[src/rtl/screen_to_float_map.sv]
// screen_to_float_map
// Maps an unsigned screen coordinate (nominal 0..360) onto an IEEE-754
// single in [-1.0, +1.0] as (x - 180) / 180. The quotient is formed as
// |x - 180| * K with K = round(2^22 / 180). A normalizer then shifts the
// result one bit per cycle until the hidden bit reaches m[23].
//
// Ports:
//   clk_in          rising-edge clock
//   rst_in          synchronous, active-high reset
//   valid_in        input_integer is valid this cycle
//   input_integer   [31:0] screen coordinate, clamped to 360
//   ready_out       block can accept a new input this cycle
//   data_valid_out  one-cycle pulse; output_float newly valid
//   output_float    [31:0] IEEE-754 single result, held between results
//
// Optional feature:
//   SCREEN_MAP_INVERT_EN  flips the screen axis so that d = 180 - x.
//                         x = 0 maps to +1.0 and x = 360 maps to -1.0.

module screen_to_float_map (
  input  logic        clk_in,
  input  logic        rst_in,
  input  logic        valid_in,
  input  logic [31:0] input_integer,
  output logic        ready_out,
  output logic        data_valid_out,
  output logic [31:0] output_float
);

  localparam int unsigned XW     = 9;
  localparam int unsigned AW     = 8;
  localparam int unsigned DW     = 10;
  localparam int unsigned MW     = 24;
  localparam int unsigned EW     = 8;
  localparam int unsigned X_MAX  = 360;
  localparam int unsigned CENTRE = 180;
  localparam int unsigned K      = 23302;
  localparam int unsigned EXP0   = 128;

  localparam logic [31:0] POS_ONE = 32'h3F80_0000;
  localparam logic [31:0] NEG_ONE = 32'hBF80_0000;

  typedef enum logic [1:0] {IDLE, CALC, NORM, PACK} state_t;

  state_t          state;
  logic [XW-1:0]   x;
  logic [MW-1:0]   m;
  logic [EW-1:0]   exp_r;
  logic            sign;
  logic            is_zero;
  logic            is_one;

  logic [XW-1:0]        x_clamp;
  logic signed [DW-1:0] d;
  logic [AW-1:0]        a;
  logic [MW-1:0]        prod;

  // Input clamp plus the signed offset from centre and its magnitude.
  always_comb begin
    x_clamp = (input_integer > 32'(X_MAX)) ? XW'(X_MAX) : input_integer[XW-1:0];
`ifdef SCREEN_MAP_INVERT_EN
    d = DW'(CENTRE) - $signed({1'b0, x});
`else
    d = $signed({1'b0, x}) - DW'(CENTRE);
`endif
    a    = d[DW-1] ? AW'(-d) : AW'(d);
    prod = MW'(a) * MW'(K);
  end

  // Control and datapath: accept, scale, normalize, then pack.
  always_ff @(posedge clk_in) begin
    if (rst_in) begin
      state          <= IDLE;
      ready_out      <= 1'b0;
      data_valid_out <= 1'b0;
      output_float   <= 32'h0;
      x              <= '0;
      m              <= '0;
      exp_r          <= '0;
      sign           <= 1'b0;
      is_zero        <= 1'b0;
      is_one         <= 1'b0;
    end else begin
      data_valid_out <= 1'b0;
      case (state)
        IDLE: begin
          ready_out <= 1'b1;
          if (valid_in && ready_out) begin
            x         <= x_clamp;
            ready_out <= 1'b0;
            state     <= CALC;
          end
        end
        CALC: begin
          sign    <= d[DW-1];
          m       <= prod;
          exp_r   <= EW'(EXP0);
          is_zero <= (a == '0);
          is_one  <= (a == AW'(CENTRE));
          state   <= NORM;
        end
        NORM: begin
          // Left shifts only, so truncation is exact; no rounding is needed.
          if (is_zero || is_one || m[MW-1]) begin
            state <= PACK;
          end else begin
            m     <= {m[MW-2:0], 1'b0};
            exp_r <= exp_r - EW'(1);
          end
        end
        PACK: begin
          if (is_zero) begin
            output_float <= 32'h0;
          end else if (is_one) begin
            output_float <= sign ? NEG_ONE : POS_ONE;
          end else begin
            output_float <= {sign, exp_r, m[MW-2:0]};
          end
          data_valid_out <= 1'b1;
          ready_out      <= 1'b1;
          state          <= IDLE;
        end
        default: begin
          ready_out <= 1'b0;
          state     <= IDLE;
        end
      endcase
    end
  end

endmodule

[config.mk]
export PLATFORM = sky130hd
export DESIGN_NAME = screen_to_float_map
export DESIGN_NICKNAME = d
export VERILOG_FILES = /design/src/rtl/screen_to_float_map.sv
export SDC_FILE = /design/constraint.sdc
export NUM_CORES = 1
export LEC_CHECK = 0
export BUFFER_PORTS_ARGS = -buffer_cell sky130_fd_sc_hd__buf_2
export CORE_ASPECT_RATIO = 0.5
export CORE_MARGIN = 1.5
export CORE_UTILIZATION = 40
export CTS_CLUSTER_SIZE = 25
export DETAILED_ROUTE_END_ITERATION = 10
export MAX_ROUTING_LAYER = met4
export PLACE_DENSITY_LB_ADDON = 0.2
export SYNTH_ARGS = -nofsm -noshare
export SYNTH_HDL_FRONTEND = slang
export SYNTH_SLANG_ARGS = --single-unit
[constraint.sdc]
create_clock -name clk_in -period 5.02 [get_ports clk_in]
set_clock_uncertainty 0.2 [all_clocks]
set_input_delay 1.004 -clock clk_in [delete_from_list [all_inputs] [get_ports clk_in]]
set_output_delay 1.004 -clock clk_in [all_outputs]
set_load 0.02 [all_outputs]
# After elaboration in Yosys (flattened, before gate mapping)
# Index checks and enable logic that the tools add are counted.
# totals
register_bits	80
latchBits	0
mem_bits_rw	0
mem_bits_ro	0
in_bits	35
output_inout_bits	34
wordCells	47
mem_count	0
# classes
n_addsub	3
mul	1
div	0
magnitude_cmp	1
n_eq_ne	7
shifts	0
n_mux	15
bitwise_logic	0
n_reduce_logical	10
# ops
op	count
two-way mux 32 bit	3
one-hot mux 24 bit (2 select lines)	1
greater-than comparator 32 x 9 -> 1 bit, second input constant	1
two-way mux 24 bit	1
multiplier 8 x 14 -> 22 bit, second input constant	1
two-way mux 8 bit	2
one-hot mux 8 bit (2 select lines)	1
subtractor 9 x 8 -> 10 bit, second input constant	1
two-way mux 9 bit	1
equality test 8 bit, second input constant	1
zero test 8 bit	1
negator 8 bit	1
one-hot mux 2 bit (4 select lines)	1
subtractor 8 x 1 -> 8 bit, second input constant	1
!= test 2 bit, second input constant	3
AND reduction 2 bit	3
equality test 2 bit, second input constant	2
two-way mux 2 bit	2
nonzero test 2 bit	2
equality test 2 x 1 -> 1 bit, second input constant	1
zero test 2 bit	1
logical OR 1 bit	2
two-way mux 1 bit	2
one-hot mux 1 bit (2 select lines)	1
logical AND 1 bit	1

# Depth between registers and ports, before layout
# logic_depth
word_depth	5
mapped_depth	23
mapped_depth_nobuf	22

# Least setup slack after synthesis
# Ideal clock, no wire load.
# synth_path
path_type	flip-flop to flip-flop
startpoint	register x[2]
endpoint	register m[20]
arrival_ps	4917
required_ps	4741
path_slack_ps	-176
path_stages_with_launch	22
period_less_slack_ps	5196
cell_sequence	dfxtp_1 -> inv_1 -> ha_1 -> xor2_1 -> and3_1 -> nand2_1 -> o21ba_2 -> mux2i_4 -> ha_1 -> inv_1 -> fa_1 -> fa_1 -> fa_1 -> inv_1 -> ha_1 -> clkbuf_1 -> nand2_1 -> o21a_1 -> nor3b_1 -> a2111oi_4 -> xnor2_1 -> a211oi_2
# synth_between
elab_chain_cells	5
# synth_rtl
item	line	rtl
start, declared	46	logic [XW-1:0] x;
start signal, assigned	89	x <= x_clamp;
subtractor 9 x 8 -> 10 bit *	64	d = $signed({1'b0, x}) - DW'(CENTRE);
negator 8 bit	66	a = d[DW-1] ? AW'(-d) : AW'(d);
two-way mux 8 bit *	66	
multiplier 8 x 14 -> 22 bit *	67	prod = MW'(a) * MW'(K);
one-hot mux 24 bit (2 select lines) *	85	case (state)
end signal, assigned	96	m <= prod;
end signal, assigned	107	m <= {m[MW-2:0], 1'b0};
end, declared	47	logic [MW-1:0] m;
# Mark *: on every way between the ends. The rest lies on a longest branch, timed or not.
# A chain may end at the register's enable or synchronous reset.

# Worst setup path in the final report
# layout_path
startpoint	register x[1]
endpoint	register m[17]
# The elaborated chain is that of the path after synthesis.

==> results <==
- The flow ran to the end, and the final reports show no timing, DRC or antenna violations.
- For this run, design rule violations remaining after detail routing come to 0.
- Relative to the synthesized area, the layout overhead comes to 23.16%.
- The number of nets handed over by synthesis was 774.
- Setup violations remaining at the end of the flow were counted as 0.
- After clock tree synthesis, the clock-pin slew on the worst setup and hold paths is about 0.060 ns.
- Entering global routing, the biggest net connects 52 pins.
- The placer's final routability congestion estimate is a little under 0.9.
- The share of flip-flops with an asynchronous set or reset is 0.
- After the first detailed-routing iteration, the DRC count stood at approximately 220.
- The met2 layer usage reported by global route is 0.2705.
- The number of synthesized flops with an enable pin is 0.
- The period utilization is 0.9626.
- Counting I/O delays and the setup requirement, the final critical path takes ~4.8 ns.
- Across all register-to-register paths, the minimum setup slack is 0.19 ns.
- After synthesis, the largest family of logic cells by area is simple AND/OR/NAND/NOR gates.
- The maximum clock frequency is approximately 0.21 GHz.
- The number of max-cap violations is 0.
- Of all cell types, the one taking the most synthesized area is dfxtp_1.
- Row generation in the floorplan step produced 30 rows.
- The sequential area share after synthesis is 0.2820.
- The share of synthesized area in the top cell type comes to 0.2820.
- For the worst setup path, the data required time is between 5 and 6 ns.
- In the post-synthesis netlist, the biggest area contributors are dfxtp_1 28%, ha_1 15%, nor2_1 6.7%.
- The parity-gate share of the synthesized area counting xor and xnor cells is 0.04089.
- The kind of critical path is flop to flop.
- Along the worst hold path, the cell count comes to 2.
- The kind of path behind the tightest hold check is flop to flop.
- The headroom to the max-slew limit is 0.3559.
- After detailed placement, the design holds a cell count of about 900.
- TritonCTS built the clock tree.
- The multiplexer fraction of the synthesized cell area is 0.03841.
- The hold violation total from the final report is 0.
- After global routing, the most crowded layer is met1.
- The net count reported at finish is slightly below 900.
- The number of levels the H-tree was split into is 3.
- 0 antenna diodes ended up in the layout.
- The startpoint identified for the worst hold timing path is output_float[31].
- The number of buffers on the longest clock path is 2.
- The Yosys step of the flow raised 0 warnings.
- For this configuration, the core starts out at a cell density of 0.4087.
- The number of port buffers is between 60 and 70.
- The finished layout holds about 950 standard cells, fillers aside.
- For the worst flop-to-flop path, the logic depth is 20.
- The placed wire-length estimate is 10.16 mm.
- Of the cells placed in the final design, the portion with a size suffix greater than 1 is 0.2414.
- The mean instance size in the synthesized netlist is ~8.4 um2.
- The count of pins over their slew limit is 0.
- The CTS sink count is slightly below 80.
- The met3 capacity usage during global routing is 0.03196.
- The total wire length is 13.23 mm.
- Of the total synthesized cell area, the portion taken by AND, OR, NAND and NOR gates is 0.2164.
- The floorplan step defined a die boundary enclosing around 15,000 um2.
- The endpoint of the worst-slack reg-to-reg timing path is m[17].
- The floorplan die height is about 86 um.
- Setup total negative slack on the finished layout was measured at 0 ns.
- 69 I/O pins were placed.
- The critical path capture point type is a flop.
- The worst hold path terminates at output_float[31].
- The post-synthesis instance area is around 5500 um2.
- Before antenna repair, the detailed router went through 4 iterations.
- The synthesized-area fraction occupied by ao, oa, aoi and oai cells came to 0.1584.
- The adder-cell share of the synthesized area is 0.2083.
- The launching element type of the critical path is a flop.
- The number of clock buffers added by TritonCTS is 9.
- For the pin with the worst max-slew slack, the measured transition is between 0.9 and 1 ns.
- The total number of vias is 4,726.
- The insertion delay of the later-clocked pin in the worst-skew pair is 0.34 ns.
- The width of the chip is approximately 170 um.
- After clock tree synthesis, the flow added hold-fix buffers numbering 0.
- Dividing the detail-routed wire length by the instance count gives about 14 um.
- The number of global-route vias before repair is 4,236.
- Of all nets on the critical path, the largest fanout is 4.
- For this run, the total global-route usage over all layers was measured as 0.1888.
- In this run the critical register-to-register path is launched from x[1].
- In the global route stage, met1 resource usage came out at 0.2761.
- After detailed routing, the number of vias per cell comes to 4.996.
- At the worst endpoint, the arrival time is 4.88 ns.
- The final design utilization is 0.5033.
- The clock root buffer is clkbuf_16.
- Synthesis handed over a netlist of 657 instances.
- In this run, distinct cell masters in the synthesized netlist total 64.
- The number of antenna violations at the first check in global routing was 0.
- The post-route antenna net violation count is 0.
- The first global-routing pass estimated ~21 mm of wire.
- After floorplanning, the core was sized to cover around 14,000 um2.
- The leading register cell type out of synthesis is dfxtp_1.
- The number of register bits inferred by synthesis is 78.
- After global routing the overflow that remains totals 0.
## registers in the layout, indices dropped and copies added (netlist names)
name            cells
output_float       31
sign                1
data_valid_out      1
state               2
x                   9
exp_r               8
is_zero             1
m                  23
is_one              1
ready_out           1
## critical path, cell delays in order, from the launching register on
cell and delay, ns:
dfxtp_1 0.31, inv_1 0.10, ha_4 0.15, nand2_2 0.06, or4b_4 0.54, o311ai_4 0.11, xnor2_2 0.19, ha_1 0.30
buf_4 0.15, ha_1 0.21, fa_2 0.37, fa_1 0.61, ha_4 0.23, a21o_1 0.21, nand2b_1 0.15, o211ai_1 0.16
buf_4 0.16, o21bai_2 0.07, buf_4 0.14, xnor2_1 0.13, a211oi_1 0.22
## final cells by class
| class | instances | area [um2] |
|---|---|---|
| Inverter | 46 | 175.2 |
| Multi-Input combinational cell | 502 | 3862 |
| Tap cell | 192 | 240.2 |
| Clock buffer | 10 | 229.0 |
| Sequential cell | 78 | 1569 |
| Fill cell | 1302 | 6730 |
| Timing Repair Buffer | 112 | 673.1 |
| Clock inverter | 6 | 71.32 |
## logic make-up (layout without fill, tap and decap cells)
family,Yosys count,count (layout)
and+or+nand+nor,241,241
AOI/OAI and AO/OA,133,133
adders and majority gates,82,82
DFF,78,78
buffers and inverters,77,174
xor gates and xnor gates,25,25
muxes,20,20
other,1,1
## worst max-delay path by stage
stage / start / endpoint / slack [ns] / cells past startpoint
final: x[1] / m[17] / 0.19 / 20
after global routing: x[2] / m[21] / -0.01 / 20
after CTS: x[3] / m[21] / 0.01 / 19
after detailed placement: x[2] / m[21] / -0.15 / 20
after global placement: x[2] / m[20] / 0.002 / 20
after floorplan: x[2] / m[20] / 0.02 / 21
## layer usage
| metal | up-vias | part of all wire | wire (um) |
|---|---|---|---|
| met2 | 104 | 0.40 | 5331 |
| met4 | 0 | 0.0094 | 124 |
| met3 | 11 | 0.040 | 533 |
| li1 | 2445 | - | - |
| met5 | - | 0 | 0 |
| met1 | 2166 | 0.55 | 7242 |
## synthesized netlist by cell type (7+ instances only)
library cell,count
nand3_1,11
o21ai_0,17
ha_1,65
a211oi_1,13
nand3b_1,8
nand2b_1,9
fa_1,17
xnor2_1,18
nor2b_1,30
o211ai_1,8
dfxtp_1,78
nor2_1,99
nor3_1,18
clkbuf_1,22
mux2i_1,19
nand2_1,33
o21ai_1,7
a21oi_1,52
inv_1,46
## per-stage QoR
step	hold slack (ns)	worst slack, ns	area [um2]
2_1_floorplan	0.2455	0.01714	5557
3_3_place_gp	0.2527	0.002131	6312
3_5_place_dp	0.2648	-0.1495	6312
4_1_cts	0.2762	0.01341	6658
5_1_grt	0.2973	-0.01066	6820
6_report	0.2723	0.1879	6820
## layout by cell type, fill, tap and decap left out, types with 4 or more instances in the layout
master / synthesis / routed
a211oi_1: 13 / 12
a21o_1: 6 / 6
a21oi_1: 52 / 48
a21oi_2: 2 / 5
a22oi_1: 5 / 5
buf_2: 3 / 67
buf_4: 3 / 45
clkbuf_16: 0 / 9
dfxtp_1: 78 / 74
fa_1: 17 / 16
ha_1: 65 / 59
ha_4: 0 / 6
inv_1: 46 / 41
inv_2: 0 / 4
mux2i_1: 19 / 19
nand2_1: 33 / 31
nand2b_1: 9 / 9
nand3_1: 11 / 10
nand3b_1: 8 / 8
nor2_1: 99 / 97
nor2b_1: 30 / 30
nor3_1: 18 / 18
nor4_1: 6 / 6
o211ai_1: 8 / 8
o21ai_0: 17 / 15
o21ai_1: 7 / 7
xnor2_1: 18 / 18
xor2_1: 6 / 5
## timing repair
action                     in CTS  in global routing
pin swaps                       5                 24
setup endpoints to repair       6                  9
buffers inserted                1                  3
resized for setup               5                 33
Power is not shown: default switching activity piles up to over one toggle a cycle in this logic, so the estimate is an artifact.
